## src/rtl/hazard_pkg.sv

```systemverilog
// Shared types and constants for the LEGv8 hazard controller.
//  fwd_sel_t   : EX operand source select (register file, WB writeData3, MEM aluResult)
//  stage_tag_t : per-stage destination tag {valid, regWrite, memRead, rd}
//  XZR_IDX     : zero register index; never a hazard or forwarding source
// Optional build macro used by this block: HAZARD_PERF_EN (adds perf counters).
package hazard_pkg;

    localparam int unsigned RA_W   = 5;
    localparam int unsigned PERF_W = 32;

    localparam logic [RA_W-1:0] XZR_IDX = RA_W'(31);

    typedef enum logic [1:0] {
        FWD_RF  = 2'b00,
        FWD_WB  = 2'b01,
        FWD_MEM = 2'b10
    } fwd_sel_t;

    typedef struct packed {
        logic            valid;
        logic            regWrite;
        logic            memRead;
        logic [RA_W-1:0] rd;
    } stage_tag_t;

    // True when the stage will write register r with a real (non-XZR) result.
    function automatic logic writesReg(input stage_tag_t t, input logic [RA_W-1:0] r);
        return t.valid & t.regWrite & (t.rd != XZR_IDX) & (t.rd == r);
    endfunction

endpackage

```

## src/rtl/hazard_tag_pipe.sv

```systemverilog
// Shadow pipeline of destination tags (EX -> MEM -> WB), advanced in lockstep
// with the datapath pipeline registers.
//  clk, reset : pipeline clock, asynchronous active-low reset (clears all tags)
//  flushE     : insert a bubble into EX instead of the ID tag
//  flushM     : insert a bubble into MEM instead of the EX tag
//  idValid    : ID holds a real instruction
//  idTag      : tag of the instruction currently in ID
//  tagE/M/W   : current stage tags
module hazard_tag_pipe
    import hazard_pkg::*;
(
    input  logic       clk,
    input  logic       reset,
    input  logic       flushE,
    input  logic       flushM,
    input  logic       idValid,
    input  stage_tag_t idTag,
    output stage_tag_t tagE,
    output stage_tag_t tagM,
    output stage_tag_t tagW
);

    // Three-stage shift with bubble insertion at EX and MEM.
    always_ff @(posedge clk or negedge reset) begin
        if (!reset) begin
            tagE <= '0;
            tagM <= '0;
            tagW <= '0;
        end else begin
            tagW <= tagM;
            tagM <= flushM ? '0 : tagE;
            tagE <= (flushE | ~idValid) ? '0 : idTag;
        end
    end

endmodule

```

## src/rtl/hazard_ctrl.sv

```systemverilog
// Hazard controller for the 5-stage LEGv8 pipeline: load-use stall, taken-branch
// flush, EX operand forwarding and ID write-through selects. All outputs are
// combinational from the internal tag pipeline and the current inputs.
//  clk, reset            : pipeline clock, asynchronous active-low reset
//  id_*                  : decoded fields of the instruction in IF/ID
//  ex_rn, ex_r2          : source registers of the instruction in EX
//  pcsrc_m               : branch taken, resolved in MEM
//  stall_F, stall_D      : hold PC / IF/ID
//  flush_D/E/M           : clear IF/ID, ID/EX, EX/MEM on next edge
//  fwdA_E, fwdB_E        : EX operand selects (00 RF, 01 WB, 10 MEM)
//  fwdA_D, fwdB_D        : ID reads take writeData3
// Build macro HAZARD_PERF_EN adds perf_clr, stall_cnt and flush_cnt.
module hazard_ctrl
    import hazard_pkg::*;
(
    input  logic              clk,
    input  logic              reset,
`ifdef HAZARD_PERF_EN
    input  logic              perf_clr,
    output logic [PERF_W-1:0] stall_cnt,
    output logic [PERF_W-1:0] flush_cnt,
`endif
    input  logic              id_valid,
    input  logic [RA_W-1:0]   id_rn,
    input  logic [RA_W-1:0]   id_r2,
    input  logic              id_use_rn,
    input  logic              id_use_r2,
    input  logic [RA_W-1:0]   id_rd,
    input  logic              id_regWrite,
    input  logic              id_memRead,
    input  logic [RA_W-1:0]   ex_rn,
    input  logic [RA_W-1:0]   ex_r2,
    input  logic              pcsrc_m,
    output logic              stall_F,
    output logic              stall_D,
    output logic              flush_D,
    output logic              flush_E,
    output logic              flush_M,
    output logic [1:0]        fwdA_E,
    output logic [1:0]        fwdB_E,
    output logic              fwdA_D,
    output logic              fwdB_D
);

    stage_tag_t tagE, tagM, tagW;
    stage_tag_t idTag;
    logic       loadUse;
    logic       branchTaken;

    // memRead only matters in EX; the later copies are carried for completeness.
    logic unusedTagBits;
    assign unusedTagBits = &{1'b0, tagM.memRead, tagW.memRead};

    assign idTag = '{valid: 1'b1, regWrite: id_regWrite, memRead: id_memRead, rd: id_rd};

    hazard_tag_pipe u_tagPipe (
        .clk     (clk),
        .reset   (reset),
        .flushE  (flush_E),
        .flushM  (flush_M),
        .idValid (id_valid),
        .idTag   (idTag),
        .tagE    (tagE),
        .tagM    (tagM),
        .tagW    (tagW)
    );

    // MEM result is younger than WB, so it wins.
    function automatic fwd_sel_t fwdSel(input stage_tag_t m, input stage_tag_t w,
                                        input logic [RA_W-1:0] src);
        if (writesReg(m, src))      return FWD_MEM;
        else if (writesReg(w, src)) return FWD_WB;
        else                        return FWD_RF;
    endfunction

    // Keeps every output low while reset is held, including the branch path.
    assign branchTaken = pcsrc_m & reset;

    // Load in EX whose destination is read by the instruction in ID.
    assign loadUse = tagE.valid & tagE.memRead & (tagE.rd != XZR_IDX)
                   & ((id_use_rn & (id_rn == tagE.rd)) | (id_use_r2 & (id_r2 == tagE.rd)));

    // A taken branch squashes the stalled instruction, so it overrides the hold.
    assign stall_F = loadUse & ~branchTaken;
    assign stall_D = loadUse & ~branchTaken;
    assign flush_D = branchTaken;
    assign flush_E = loadUse | branchTaken;
    assign flush_M = branchTaken;

    assign fwdA_E = fwdSel(tagM, tagW, ex_rn);
    assign fwdB_E = fwdSel(tagM, tagW, ex_r2);

    assign fwdA_D = id_use_rn & writesReg(tagW, id_rn);
    assign fwdB_D = id_use_r2 & writesReg(tagW, id_r2);

`ifdef HAZARD_PERF_EN
    // Saturating event counters; clear has priority over counting.
    always_ff @(posedge clk or negedge reset) begin
        if (!reset) begin
            stall_cnt <= '0;
            flush_cnt <= '0;
        end else if (perf_clr) begin
            stall_cnt <= '0;
            flush_cnt <= '0;
        end else begin
            if (stall_F && (stall_cnt != '1)) stall_cnt <= stall_cnt + PERF_W'(1);
            if (pcsrc_m && (flush_cnt != '1)) flush_cnt <= flush_cnt + PERF_W'(1);
        end
    end
`endif

endmodule
```

## config.mk

```make
export PLATFORM = sky130hd
export DESIGN_NAME = hazard_ctrl
export DESIGN_NICKNAME = d
export VERILOG_FILES = /design/src/rtl/hazard_pkg.sv /design/src/rtl/hazard_tag_pipe.sv /design/src/rtl/hazard_ctrl.sv
export SDC_FILE = /design/constraint.sdc
export NUM_CORES = 1
export LEC_CHECK = 0
export ABC_AREA = 1
export BUFFER_PORTS_ARGS = -buffer_cell sky130_fd_sc_hd__buf_2
export CAP_MARGIN = 20
export CORE_AREA = 2 2 55 57
export CTS_BUF_LIST = sky130_fd_sc_hd__clkbuf_4
export DETAILED_ROUTE_END_ITERATION = 7
export DIE_AREA = 0 0 57 59
export PLACE_DENSITY = 0.77
export SYNTH_ARGS = -nofsm -noshare
export SYNTH_HDL_FRONTEND = slang
export SYNTH_SLANG_ARGS = --single-unit
```

## constraint.sdc

```tcl
create_clock -name clk -period 1.45 [get_ports clk]
set_input_delay 0.29 -clock clk [delete_from_list [all_inputs] [get_ports clk]]
set_output_delay 0.29 -clock clk [all_outputs]
set_load 0.01 [all_outputs]
```

### After elaboration in Yosys (flattened, before gate mapping)

Index checks and enable logic that the tools add are counted.

| operators by class | value |
|---|---|
| reductions and logical operators | 0 |
| add/subtract/negate cells | 0 |
| equal/unequal tests | 11 |
| $lt $le $gt $ge | 0 |
| bitwise gates (word level) | 24 |
| divide/modulo/power cells | 0 |
| muxes and demuxes | 6 |
| shift-type cells | 0 |
| multipliers | 0 |

Operators by type and width:

| kind | number |
|---|---|
| 5-bit == test | 8 |
| 1-bit bitwise AND | 19 |
| 8-bit 2-to-1 mux | 2 |
| 5-bit != test (second input constant) | 3 |
| 2-bit 2-to-1 mux | 2 |
| 1-bit bitwise OR | 3 |
| 1-bit 2-to-1 mux | 2 |
| 1-bit NOT | 2 |

| word-level totals | value |
|---|---|
| memories kept | 0 |
| input port bits | 33 |
| memory bits (writable) | 0 |
| register bits after elaboration | 22 |
| bits in latches | 0 |
| bits in read-only memories | 0 |
| word-level logic and storage cells | 51 |

### Longest topological paths before layout

Gate-level depths: netlist of the first run.

| depth | value |
|---|---|
| word-level depth | 7 |
| mapped depth | 9 |

### By module

From an unflattened synthesis of the first run, not the netlist that was laid out.

| second synthesis, totals | value |
|---|---|
| cells, all modules | 200 |
| area, all modules | 1497.7 µm² |

Modules (own cells, without submodules):

| module | instances | area each (µm²) | cells each | sequential area each (µm²) |
|---|---|---|---|---|
| hazard_ctrl | 1 | 755.7 | 141 | 0.0 |
| hazard_tag_pipe | 1 | 742.0 | 59 | 600.6 |

### Worst setup path before layout of the first run

OpenSTA, ideal clock, no wires.

| timing | value |
|---|---|
| path type | register to output |
| start | register u_tagPipe.tagE[0] (netlist name) |
| end | output port stall_F |
| setup slack | -21 ps |
| required time | 1160 ps |
| cell stages (with the launch flop) | 9 |
| data arrival time | 1181 ps |
| path through | dfrtp_1 -> nand2_1 -> nand2_1 -> nor2_2 -> nand3_1 -> nand2_1 -> nand2_2 -> nor2_1 -> buf_4 |

| between the ends | value |
|---|---|
| longest elaborated chain between the ends | 5 |
| elaborated cells between the ends (all ways) | 9 |

RTL lines:

| element | RTL line | RTL |
|---|---|---|
| 5-bit == test | hazard_ctrl.sv:81 | `& ((id_use_rn & (id_rn == tagE.rd)) \| (id_use_r2 & (id_r2 == tagE.rd)));` |
| 1-bit bitwise AND | hazard_ctrl.sv:81 |  |
| 1-bit bitwise OR | hazard_ctrl.sv:81 |  |
| 1-bit bitwise AND * | hazard_ctrl.sv:81 |  |
| 1-bit bitwise AND * | n/a |  |
| end, declared | hazard_ctrl.sv:34 | `output logic stall_F,` |

Every way passes the cells marked *; elsewhere a longest branch is shown, timed or not.

### Worst setup path after layout of the first run

| timing | value |
|---|---|
| start | register u_tagPipe.tagW[0] (netlist name) |
| end | output port fwdA_E[0] |

| between the ends | value |
|---|---|
| longest elaborated chain between the ends | 5 |
| elaborated cells between the ends (all ways) | 6 |

RTL lines:

| element | RTL line | RTL |
|---|---|---|
| 5-bit != test | hazard_pkg.sv:28 | `return t.valid & t.regWrite & (t.rd != XZR_IDX) & (t.rd == r);` |
| 1-bit bitwise AND | hazard_pkg.sv:28 |  |
| 1-bit bitwise AND * | hazard_pkg.sv:28 |  |
| 1-bit 2-to-1 mux * | hazard_ctrl.sv:72 | `else if (writesReg(w, src)) return FWD_WB;` |
| 2-bit 2-to-1 mux * | hazard_ctrl.sv:71 | `if (writesReg(m, src)) return FWD_MEM;` |
| end, declared | hazard_ctrl.sv:39 | `output logic [1:0] fwdA_E,` |

Marks and branches as above.

==> results of run 1 <==
-- sequential cells by signal (all words and copies together) (netlist names) --
name and flops:
u_tagPipe.tagM 7, u_tagPipe.tagW 7, u_tagPipe.tagE 8
-- through the flow --
step                      instances  hold WS (ns)
after floorplan                 181      -0.00559
after global placement          256         0.297
after detailed placement        256         0.303
after CTS                       269         0.157
after global routing            275         0.158
final                           275         0.157
-- final timing paths --
check	to	slack [ns]	cells past startpoint
setup / recovery	fwdA_E[0]	-0.41	6
max in group asynchronous	u_tagPipe.tagM[1]	0.73	3
min in group asynchronous	u_tagPipe.tagE[4]	0.49	3
setup reg to reg	u_tagPipe.tagE[3]	0.09	9
hold / removal	u_tagPipe.tagE[4]	0.16	3
hold reg to reg	u_tagPipe.tagW[7]	0.40	0
-- critical path, stage by stage, from the launching register on --
cell	delay, ns
dfrtp_1	0.43
buf_4	0.16
xor2_1	0.15
nor3_1	0.19
nand4_1	0.10
nor2_1	0.09
buf_2	0.13
-- layout make-up --
| class | count | area [um^2] | area share |
|---|---|---|---|
| Clock inverter | 1 | 30.0 | 0.0159 |
| Tap cell | 31 | 38.8 | 0.0206 |
| Inverter | 30 | 113 | 0.0597 |
| Clock buffer | 3 | 22.5 | 0.0119 |
| Sequential cell | 22 | 554 | 0.294 |
| Timing Repair Buffer | 64 | 390 | 0.207 |
| Multi-Input combinational cell | 124 | 737 | 0.391 |
-- cells in the final DEF (no fill, tap or decap), types with 2 or more instances in the layout --
master / synthesis / layout
nand3_1: 7 / 6
dfrtp_1: 22 / 19
dfrtp_2: 0 / 3
xnor2_2: 0 / 4
nor3_2: 1 / 4
xnor2_1: 18 / 14
inv_1: 29 / 21
nor2_2: 2 / 4
buf_6: 0 / 4
xor2_1: 6 / 6
nor2_1: 29 / 27
clkbuf_4: 0 / 3
o21ai_1: 1 / 2
buf_4: 2 / 16
inv_2: 0 / 8
nand4_1: 2 / 2
buf_2: 3 / 43
nand2_1: 44 / 40
nand2_2: 1 / 5
nor3_1: 5 / 2
-- logic make-up (layout without fill, tap and decap cells) --
group,count (synthesis),after routing,synth area share
AO/OA/AOI/OAI,8,8,0.0381
XOR/XNOR,24,24,0.156
buffers and inverters,35,98,0.106
flip-flops,22,22,0.409
AND/OR/NAND/NOR,92,92,0.292
-- cells in the mapped netlist (all sizes together) --
| cell type | instances |
|---|---|
| nor2 | 31 |
| o2111ai | 1 |
| nand4 | 2 |
| nand3 | 8 |
| buf | 5 |
| nor3 | 6 |
| o21ai | 3 |
| clkinv | 1 |
| xor2 | 6 |
| nand2 | 45 |
| xnor2 | 18 |
| a211oi | 1 |
| o211ai | 1 |
| inv | 29 |
| dfrtp | 22 |
| o22ai | 2 |
-- per-layer routing --
metal | up-vias | part of all wire | track usage
li1 | 671 | - | -
met1 | 612 | 0.40 | 0.249
met2 | 61 | 0.52 | 0.401
met3 | 10 | 0.055 | 0.0349
met4 | 0 | 0.021 | 0.0664
met5 | - | 0 | 0
-- power groups by stage --
stage          combinational, uW  sequential, uW  clock [uW]
3_5_place_dp                 255             687           0
6_report                     324             674         481
4_1_cts                      282             671         480
3_3_place_gp                 253             685           0
2_1_floorplan                153             676           0
5_1_grt                      357             678         518
-- timing repair --
item | CTS | global route
hold buffers | 1 | 0
gates resized for setup | 6 | 26
endpoints found under the setup margin | 9 | 9
endpoints found under the hold margin | 22 | 0
pin swaps | 8 | 21
gates cloned | 0 | 0
buffers inserted | 8 | 6
==> reports/results.ini, run 1 <==
[synth]
synth_area_leaders=dfrtp_1, nand2_1, xnor2_1, inv_1, nor2_1
ys_ff_latch=22
seq_area_frac_synth=0.409
synth_area_per_cell_um2=7.44
syn_nets=214
synth.largest_area_cell=dfrtp_1
yosys.cell_types.count=22
syn_area_um2=1350
synth_top_area_share=0.409
syn-instance-count=181
yosysWarnings=0

[cts]
clock_sinks=22
htree_levels=1
cts_tree=done
clk_pin_slew_worst_paths_ns=0.13
cts-root-buf=clkbuf_4
clk_latency_ns=0.32
cts_max_path_buffers=2
cts_buffers=3

[global_route]
grt_first_pass_wirelength_mm=5.46
grt_max_degree=23
track_usage=0.213
grt_overflow=0
grt_pass1_vias=1259
antenna_found_initial=0

[flow_run]
cap_violations=0

[power]
power_leakage_uw=0.00102
p_switching_uw=398
comb_power_share=0.219
power_density_nw_per_um2=784
p_total_uw=1480
pwr-share-clk=0.325
ir_drop_mv=0.807
p_int_uw=1080
switching_share=0.269
seqPwrFrac=0.456

[die]
die-area_um2=3360
fp.dieH_um=59
die_x_um=57
initial_core_util=0.497
rows=19
core_um2=2710
ios=44

[timing]
rsz0062_at_grt=true
timing.fmax_mhz=538
fin_crit_sh=1.28
worst_pin_slew_ns=0.312
fin_tns_setup_ns=-3.19
finalWorstPathRequiredPeriod_ns=1.86
finalHoldViolCount=0
setup_violations=9
setup_ws_ns=-0.410
slew_headroom=0.791
clock_skew_ns=0.00397
slew_violations=0

[routing]
drt_iter0_drc=54
drt_first_pass_iters=4
via_per_inst=4.92
route.detailed.wl_per_inst_um=12.5
drcViolationCount=0
num_vias=1354
wirelength_mm=3.44
drtAntennaViolNets=0

[cells_and_area]
fin_util=0.696
final_nets=278
fillers=231
area_delta_synth_final_pct=39.9
design_area_um2=1890
final_layout_size_suffix_gt1_frac=0.410
antenna_cells=0

[setup_path]
crit_fanout=3
worst_ep_arrival_time_ns=1.57
start_kind=register
path_class=register to output pin
worstSetupEndpointType=output pin
crit_required_ns=1.16
r2r-start=u_tagPipe.tagE[0]
startpoint=u_tagPipe.tagW[0]

[placement]
io_buffers=43
dpl_cell_area_um2=1620
place_ws_ns=-0.114
gp_congestion=0.868
place_hpwl_mm=2.40

[status]
status=finished, violations left
failed_checks=setup timing

[worst_hold_path]
min_from=id_rd[4]
hold_path_class=input pin to register

No activity file was read; power rests on OpenSTA's default activity.
==> run 2, diff against run 1 <==
--- a/config.mk
+++ b/config.mk
@@ -12,7 +12,7 @@
 export CTS_BUF_LIST = sky130_fd_sc_hd__clkbuf_4
 export DETAILED_ROUTE_END_ITERATION = 7
 export DIE_AREA = 0 0 57 59
-export PLACE_DENSITY = 0.77
+export PLACE_DENSITY = 0.87
 export SYNTH_ARGS = -nofsm -noshare
 export SYNTH_HDL_FRONTEND = slang
 export SYNTH_SLANG_ARGS = --single-unit
==> run 2 against run 1 <==
Net effect:
- the flow still finishes with violations (setup timing)
- global-route usage is 0.65 points lower
- count of clock-buffer cells in the layout stayed put
- fmax rose by 2.8%
- via count rose by 0.66%
- final area up 0.66%
- sequential share of layout area fell by 0.062 points
==> reports/results.ini, run 2 (synthesized netlist as in run 1, its figures left out) <==
[timing]
fin_tns_setup_ns=-2.87
clock_skew_ns=0.00590
slew_violations=0
finalWorstPathRequiredPeriod_ns=1.81
worst_pin_slew_ns=0.258
fin_crit_sh=1.25
timing.fmax_mhz=553
setup_violations=9
setup_ws_ns=-0.358
rsz0062_at_grt=true
finalHoldViolCount=0
slew_headroom=0.828
holdWs_ns=0.156

[cts]
clk_pin_slew_worst_paths_ns=0.13
htree_levels=1
cts_tree=done
cts-root-buf=clkbuf_4
cts_buffers=3
clk_latency_ns=0.31
clock_sinks=22
cts_max_path_buffers=2

[routing]
met1_length_mm=1.22
top_layer_used=met4
wl_met3_um=195
drt_iter0_drc=52
wirelength_mm=3.42
drcViolationCount=0
via_per_inst=4.92
num_vias=1363
route.detailed.wl_per_inst_um=12.3
drtAntennaViolNets=0
wl_met2_mm=1.95
drt_first_pass_iters=5

[die]
initial_core_util=0.497
fp.dieH_um=59
rows=19
die_x_um=57
ios=44
core_um2=2710
die-area_um2=3360

[placement]
dp.cells=258
io_buffers=43
place_ws_ns=-0.0710
place_hpwl_mm=2.46
gp_congestion=0.931

[power]
ir_drop_mv=0.793
power_density_nw_per_um2=777
power_leakage_uw=0.00103

[cells_and_area]
largest_reg_flops=8
antenna_cells=0
final_cells=277
final_common_cell=nand2_1
final_layout_size_suffix_gt1_frac=0.411
largest_registers=u_tagPipe.tagE (8), u_tagPipe.tagM (7), u_tagPipe.tagW (7)
final_nets=280
fin_util=0.700
final_cell_mix=nand2_1, buf_2, nor2_1, inv_1, dfrtp_1
regMostFlops=u_tagPipe.tagE
area_delta_synth_final_pct=40.9
fillers=213

[global_route]
track_usage=0.207
grt_overflow=0
antenna_found_initial=0
grt_max_degree=23
grt_pass1_vias=1277
grt_first_pass_wirelength_mm=5.34

[setup_path]
start_kind=register
crit_required_ns=1.16
crit_fanout=4
critPathSlowestCell=dfrtp_2
worstSetupEndpointType=output pin
cp_cell_sequence=buf_6 > o21ai_0 > nor3_1 > nand2_1 > nor3_2 > buf_2
rrSetupSlack_ns=0.08
reg2reg_depth=9
endpoint=fwdB_D
max_stage_delay_ns=0.43
path_class=register to output pin
worst_ep_arrival_time_ns=1.52
r2r-start=u_tagPipe.tagE[0]
worstReg2RegEnd=u_tagPipe.tagM[0]
startpoint=u_tagPipe.tagW[3]

[status]
status=finished, violations left
failed_checks=setup timing

[worst_hold_path]
hold_path_class=input pin to register

[flow_run]
cap_violations=0

## run 2: changes by cell type in the layout (fill, tap and decap cells not counted), sizes merged
cell / previous run / this run
buf: 63 / 65
## run 2: critical path: cells and delay by family (launching register included)
family / cells / cell delay (ns)
AND/OR/NAND/NOR: 3 / 0.40
flip-flops: 1 / 0.43
AO/OA/AOI/OAI: 1 / 0.10
buffers and inverters: 2 / 0.27
## run 2: per-stage QoR
stage	area, um^2	power, uW
3_5_place_dp	1630	948
3_3_place_gp	1630	939
4_1_cts	1840	1450
6_report	1900	1470
2_1_floorplan	1350	829
5_1_grt	1900	1550
## run 2: what timing repair did
item,in CTS,in global routing
pin swaps,11,13
buffers inserted,13,7
gates resized for setup,17,24
hold endpoints to repair,22,0
endpoints found under the setup margin,9,18
hold buffers,1,0
## run 2: per-layer routing
metal | up-vias | track usage
met5 | - | 0
met4 | 0 | 0.0565
met3 | 8 | 0.0306
met2 | 54 | 0.407
met1 | 624 | 0.231
li1 | 677 | -
## run 2: final cells by class
type,count,area [um^2],share of cell area
Tap cell,31,38.8,0.0204
Multi-Input combinational cell,124,717,0.378
Clock buffer,3,22.5,0.0119
Inverter,30,113,0.0593
Timing Repair Buffer,66,420,0.221
Sequential cell,22,557,0.293
Clock inverter,1,30.0,0.0158
## run 2: how the worst min path moves through the flow
| stage | startpoint | end | cells after the start |
|---|---|---|---|
| floorplan | reset | u_tagPipe.tagE[0] | 0 |
| global placement | reset | u_tagPipe.tagE[4] | 2 |
| detailed placement | reset | u_tagPipe.tagE[3] | 2 |
| CTS | id_rd[1] | u_tagPipe.tagE[1] | 3 |
| global route | id_rd[1] | u_tagPipe.tagE[1] | 3 |
| finish | id_rd[1] | u_tagPipe.tagE[1] | 3 |
## run 2: where the power goes
group | switching, uW | internal, uW | total [uW]
Combinational | 162 | 160 | 322
Sequential | 33.5 | 646 | 680
Clock | 193 | 280 | 472
Total | 388 | 1090 | 1470
